`config.mk`:
```
export PLATFORM = sky130hd
export DESIGN_NAME = nn_dnode_wb_acc
export DESIGN_NICKNAME = d
export VERILOG_FILES = /design/src/rtl/nn_dnode_wb_acc.sv
export SDC_FILE = /design/constraint.sdc
export NUM_CORES = 1
export LEC_CHECK = 0
export CAP_MARGIN = 0
export CORE_ASPECT_RATIO = 2
export CORE_MARGIN = 3
export CORE_UTILIZATION = 32
export CTS_CLUSTER_SIZE = 25
export DETAILED_ROUTE_END_ITERATION = 7
export HOLD_SLACK_MARGIN = 0.1
export PLACE_DENSITY = 0.53
export REMOVE_ABC_BUFFERS = 1
export SYNTH_ARGS = -nofsm -noshare
export SYNTH_HDL_FRONTEND = slang
export SYNTH_SLANG_ARGS = --single-unit
```
`constraint.sdc`:
```
create_clock -name CLK -period 4.45 [get_ports CLK]
set_input_delay 0.6675 -clock CLK [delete_from_list [all_inputs] [get_ports CLK]]
set_output_delay 0.6675 -clock CLK [all_outputs]
set_load 0.01 [all_outputs]
```
`src/rtl/nn_dnode_wb_acc.sv`:
```
// ============================================================================
// nn_dnode_wb_acc : stochastic backprop weight/bias gradient node with windowed
//                   saturating integration and valid/ready result hand-off.
// Rev 1.0
// ============================================================================
`default_nettype none

module nn_dnode_wb_acc #(
  parameter int NB        = 16,
  parameter int NN        = 3,
  parameter int WIN_LOG   = 8,
  parameter int BIAS_MODE = 0
) (
  input  logic             CLK,
  input  logic             INIT,
  input  logic             EN,
  input  logic             delta_p,
  input  logic             delta_n,
  input  logic [NN-1:0]    atj,
  output logic [NN-1:0]    dalpha_p,
  output logic [NN-1:0]    dalpha_n,
  output logic             dbeta_p,
  output logic             dbeta_n,
  output logic [NN*NB-1:0] grad_alpha,
  output logic [NB-1:0]    grad_beta,
  output logic             grad_valid,
  input  logic             grad_ready,
  output logic             drop
);

  localparam logic signed [NB-1:0] SAT_MAX = {1'b0, {(NB-1){1'b1}}};
  localparam logic signed [NB-1:0] SAT_MIN = {1'b1, {(NB-2){1'b0}}, 1'b1};
  localparam logic signed [NB-1:0] ONE     = {{(NB-1){1'b0}}, 1'b1};

  logic               bias_in;
  logic [NN:0]        src;
  logic [WIN_LOG-1:0] cnt;
  logic               win_end;
  logic signed [NB-1:0] acc     [NN+1];
  logic signed [NB-1:0] acc_nxt [NN+1];

  assign bias_in = (BIAS_MODE == 1) ? 1'b1 : (|atj);
  // Index NN is the bias accumulator; 0..NN-1 are the weights.
  assign src     = {bias_in, atj};
  assign win_end = EN & (&cnt);

  always_comb begin
    for (int i = 0; i <= NN; i++) begin
      acc_nxt[i] = acc[i];
      if (EN && src[i] && (delta_p != delta_n)) begin
        if (delta_p && (acc[i] != SAT_MAX))
          acc_nxt[i] = acc[i] + ONE;
        else if (delta_n && (acc[i] != SAT_MIN))
          acc_nxt[i] = acc[i] - ONE;
      end
    end
  end

  always_ff @(posedge CLK or posedge INIT) begin
    if (INIT) begin
      dalpha_p   <= '0;
      dalpha_n   <= '0;
      dbeta_p    <= 1'b0;
      dbeta_n    <= 1'b0;
      cnt        <= '0;
      grad_alpha <= '0;
      grad_beta  <= '0;
      grad_valid <= 1'b0;
      drop       <= 1'b0;
      for (int i = 0; i <= NN; i++) acc[i] <= '0;
    end else begin
      dalpha_p <= atj & {NN{delta_p}};
      dalpha_n <= atj & {NN{delta_n}};
      dbeta_p  <= delta_p & bias_in;
      dbeta_n  <= delta_n & bias_in;
      if (EN) cnt <= cnt + 1'b1;
      if (win_end) begin
        for (int n = 0; n < NN; n++) grad_alpha[n*NB +: NB] <= acc_nxt[n];
        grad_beta  <= acc_nxt[NN];
        grad_valid <= 1'b1;
        if (grad_valid && !grad_ready) drop <= 1'b1;
        for (int i = 0; i <= NN; i++) acc[i] <= '0;
      end else begin
        for (int i = 0; i <= NN; i++) acc[i] <= acc_nxt[i];
        if (grad_ready) grad_valid <= 1'b0;
      end
    end
  end

endmodule

`default_nettype wire

```
; Yosys cells after proc, flatten, opt, wreduce, memory -nomap -nowiden
; Index checks and enable logic that the tools add are counted.
[word_totals]
input_bits = 9
register_bits = 146
out_inout_bits = 74
[classes]
n_eq_ne = 9
addsub = 9
reduce_logical = 22
n_bitwise = 5
muxes = 15
[op_table]
columns = operator, count
row1 = $mux W16, 12
row2 = $ne A16 B16 Y1 const B, 8
row3 = $add A16 B2 Y16 const B, 4
row4 = $mux W64, 1
row5 = $sub A16 B2 Y16 const B, 4
row6 = $logic_and A1 B1 Y1, 17
row7 = $add A8 B1 Y8 const B, 1
row8 = $reduce_and A8 Y1, 1
row9 = $and A3 B3 Y3, 2
row10 = $and A1 B1 Y1, 3
row11 = $reduce_or A3 Y1, 1
row12 = $mux W1, 2
row13 = $reduce_and A2 Y1, 1
row14 = $reduce_bool A2 Y1, 1
row15 = $logic_not A1 Y1, 1
row16 = $ne A1 B1 Y1, 1

; Logic depth before layout (Yosys ltp)
[logic_depth]
depth_word = 6
depth_mapped = 9
mapped_depth_nobuf = 8

; Worst setup path after synthesis
; No wires, ideal clock.
[synth_timing]
path_kind = in2reg
startpoint = input port delta_p
endpoint = register grad_beta[15]
t_required_ns = 4.318
n_path_buf = 1
cell_stages = 7
t_arrival_ns = 2.211
setup_slack_ns = 2.107
cell_sequence = buf_4 -> xor2_2 -> nand3b_1 -> or4_1 -> o32ai_1 -> xnor2_1 -> o21ai_1
[synth_between]
elab_chain_cells = 3
[synth_rtl]
columns = element, line
row1 = start: declaration, 17  ; input logic delta_p,
row2 = $logic_and A1 B1 Y1 or $ne A1 B1 Y1 (tied branches), "51, 50"
row3 = $mux W16 or $logic_and A1 B1 Y1 (tied branches), "51, 50"
row4 = $mux W16 (*), 50  ; if (EN && src[i] && (delta_p != delta_n)) begin
row5 = end signal: assignment, 79  ; grad_beta <= acc_nxt[NN];
row6 = end: declaration, 25  ; output logic [NB-1:0] grad_beta,
; Mark *: on every way between the ends. The rest lies on a longest branch, timed or not.
; A chain may end at the register's enable or synchronous reset.

; Worst setup path in the final report
[layout_timing]
startpoint = input port delta_p
endpoint = register grad_alpha[15]
[layout_between]
elab_chain_cells = 3
[layout_rtl]
columns = element, line
row1 = $logic_and A1 B1 Y1 or $ne A1 B1 Y1 (tied branches), "51, 50"
row2 = $mux W16 or $logic_and A1 B1 Y1 (tied branches), "51, 50"
row3 = $mux W16 (*), 50
row4 = end signal: assignment, 66  ; grad_alpha <= '0;
row5 = end: declaration, 24  ; output logic [NN*NB-1:0] grad_alpha,
; Marked as above.

==> impl_metrics.py <==
metrics = {
    "status": {
        "status": "finished clean",
    },
    "clocking": {
        "clk_path_buf_depth": 2,
        "root_buffer": "clkbuf_16",
        "cts_made_buffers": 17,
        "cts_htree_levels": 4,
        "clock-sinks": 146,
        "cts_tree": "done",
        "clkLatencyLatePin_ns": 0.44,
        "cts_setup_buffers": 0,
        "path_clk_slew_ns": 0.06,
        "ctsResizeCount": 0,
        "ctsHoldBuffers": 0,
    },
    "sta": {
        "max_slew_margin": 0.414,
        "tightestPinTransition_ns": 0.878,
        "timing.setup.tns_ns": 0,
        "rsz0062_at_grt": "no",
        "setup_ws_ns": 1.49,
        "clock.fmax_mhz": 338,
        "fin_crit_ns": 2.96,
        "finalHoldViolCount": 0,
        "min_period_over_period": 0.665,
        "setup_viol": 0,
        "maxSlewViolCount": 0,
        "finClkSkew_ns": 0.00986,
    },
    "yosys": {
        "synth_area_sq_um": 8010,
        "synth.distinct_cells": 81,
        "seq_area_frac_synth": 0.456,
        "synth_cells": 874,
        "synthTopCellsByArea": "dfrtp_1, xnor2_1, nand2_1, nor2_1, o21ai_1",
        "synth_ff_type": "dfrtp_1",
        "synth-seq-cells": 146,
        "ys_async_sr_fraction": 1.00,
        "synth_top_cell_area_share": 0.456,
        "avgSynthCellArea_sq_um": 9.17,
        "synth-edff-count": 0,
        "yosys_warnings": 0,
        "yosysTopAreaCell": "dfrtp_1",
    },
    "final_layout": {
        "drive_gt1_frac": 0.0876,
        "utilization": 0.397,
        "fin_cells": 1279,
        "area_delta_synth_final_pct": 21.6,
        "final_area_sq_um": 9750,
        "nNetsFinal": 956,
        "num_antenna_cells": 0,
        "fillers": 2558,
    },
    "detailed_routing": {
        "drt_pass1_iterations": 7,
        "wl_mm": 22.2,
        "drcViolationCount": 0,
        "drt_first_iter_violations": 421,
        "vias": 6821,
        "wl_per_cell_microns": 17.3,
        "drtAntennaViolNets": 0,
        "via_per_inst": 5.33,
    },
    "floorplanning": {
        "placementRows": 81,
        "die_x_microns": 118,
        "die_y_microns": 230,
        "die_area_sq_um": 27100,
        "start_util": 0.327,
        "core-area_sq_um": 24500,
        "io_pins": 83,
    },
    "placed_design": {
        "io_buffer_count": 82,
        "placedCellCount": 1247,
        "place_hpwl_mm": 16.0,
        "place_ws_ns": 1.06,
        "place.gp.congestion": 0.937,
        "placed_area_sq_um": 9170,
    },
    "global_routing": {
        "globalRouteTotalUtil": 0.166,
        "overflow": 0,
        "grt_max_degree": 95,
        "grt_pass1_wl_mm": 36.4,
        "grt_pass1_vias": 6888,
        "antenna_found_initial": 0,
    },
    "worst_setup_path": {
        "reg2reg_depth": 7,
        "arrival_ns": 3.25,
        "path_depth": 7,
        "startpoint_type": "input port",
        "cp_slowest_stage_delay_ns": 0.77,
        "required_ns": 4.74,
        "slowest_stage": "clkdlybuf4s50_1",
        "crit_chain": "clkdlybuf4s50_1 -> xor2_2 -> nand3_1 -> or3_1 -> o22ai_1 -> xnor2_1 -> o21ai_1",
        "crit_buf_inv": 1,
        "critPathKind": "in2reg",
        "worst_path_dominant_cell_family": "simple AND/OR/NAND/NOR gates",
        "end_kind": "register",
        "path_max_fanout": 14,
    },
    "power": {
        "peakVddDrop_v": 0.000217,
        "powerDensity_nw_per_um2": 481,
        "p_leak_nw": 3.80,
    },
    "min_path": {
        "hold_class": "reg2reg",
        "hold_depth": 1,
    },
    "flow_run": {
        "max_cap_viol_count": 0,
    },
}
## synthesized netlist by cell type (all sizes together), types with 14 or more instances
cell type / number
xnor2: 45
a31oi: 14
and3: 16
nand3: 31
xor2: 16
nand2: 100
or3: 16
o21ai: 76
clkbuf: 44
nand4: 29
nor2: 89
nor3: 30
a21oi: 27
dfrtp: 146
inv: 17
nor4: 16
## per-stage QoR
step                hold slack [ns]  total power [mW]
global route                  0.506              4.98
CTS                           0.472              4.72
finish                        0.472              4.69
detailed placement            0.460              3.26
global placement              0.456              3.25
floorplan                     0.439              2.85
## layout by cell type, fill, tap and decap left out, types with 13 or more instances in the layout
cell type        synthesis  layout
ha_1                    13      13
and2_1                  13      13
o21ai_0                 17      17
nor3_1                  26      26
inv_1                   15      14
nand3_1                 31      30
nand2_1                100     100
a21oi_1                 27      27
nand4_1                 29      29
a31oi_1                 13      13
dfrtp_1                146     146
buf_4                    2      15
xnor2_1                 45      45
clkdlybuf4s50_1          0      82
xor2_1                  15      15
clkbuf_16                0      17
o21ai_1                 56      56
nor2_1                  89      89
and3_1                  16      15
or3_1                   16      16
## power by group
part           switching (mW)  internal, mW  total, mW
combinational           0.679         0.502       1.18
clock                   0.595         0.841       1.44
sequential              0.487          1.59       2.07
total                    1.76          2.93       4.69
## path summary, 6_finish.rpt
check                                    from                          to  slack [ns]
min                        cnt[6]$_DFFE_PP0P_          cnt[6]$_DFFE_PP0P_        0.47
min reg2reg                cnt[6]$_DFFE_PP0P_          cnt[6]$_DFFE_PP0P_        0.47
max in group asynchronous                INIT  grad_alpha[19]$_DFFE_PP0P_        2.85
max reg2reg                  acc[0]$_DFF_PP0_    grad_beta[3]$_DFFE_PP0P_        1.89
min in group asynchronous                INIT           acc[14]$_DFF_PP0_        0.81
max                                   delta_p  grad_alpha[15]$_DFFE_PP0P_        1.49
## sequential cells by signal (all words and copies together) (netlist names)
signal / flops
grad_valid: 1
dalpha_p: 3
grad_beta: 16
dbeta_p: 1
dalpha_n: 3
grad_alpha: 48
acc: 64
dbeta_n: 1
cnt: 8
drop: 1
## layout make-up
class	count	area, sq um	area share
repair buffers	98	953	0.0978
multi-input cells	654	4080	0.418
clock buffers	20	447	0.0458
flip-flops and latches	146	3650	0.375
clock inverters	12	133	0.0136
well taps	332	415	0.0426
inverters	17	68.8	0.00706
## cells by family (layout without fill, tap and decap cells)
kind of cell,count (synthesis),in the layout,share of synthesized area
and+or+nand+nor,393,393,0.261
AOI/OAI and AO/OA,180,180,0.147
DFF,146,146,0.456
buffers and inverters,74,147,0.0370
xor gates and xnor gates,61,61,0.0676
adders and majority gates,13,13,0.0203
muxes,7,7,0.0109
## layer usage
layer	track usage	vias up	wire, microns
met3	0.0345	42	785
met4	0.0712	0	673
met2	0.308	163	11800
li1	-	3288	-
met1	0.183	3328	8880
met5	0	-	0
No activity file was read; power rests on OpenSTA's default activity.
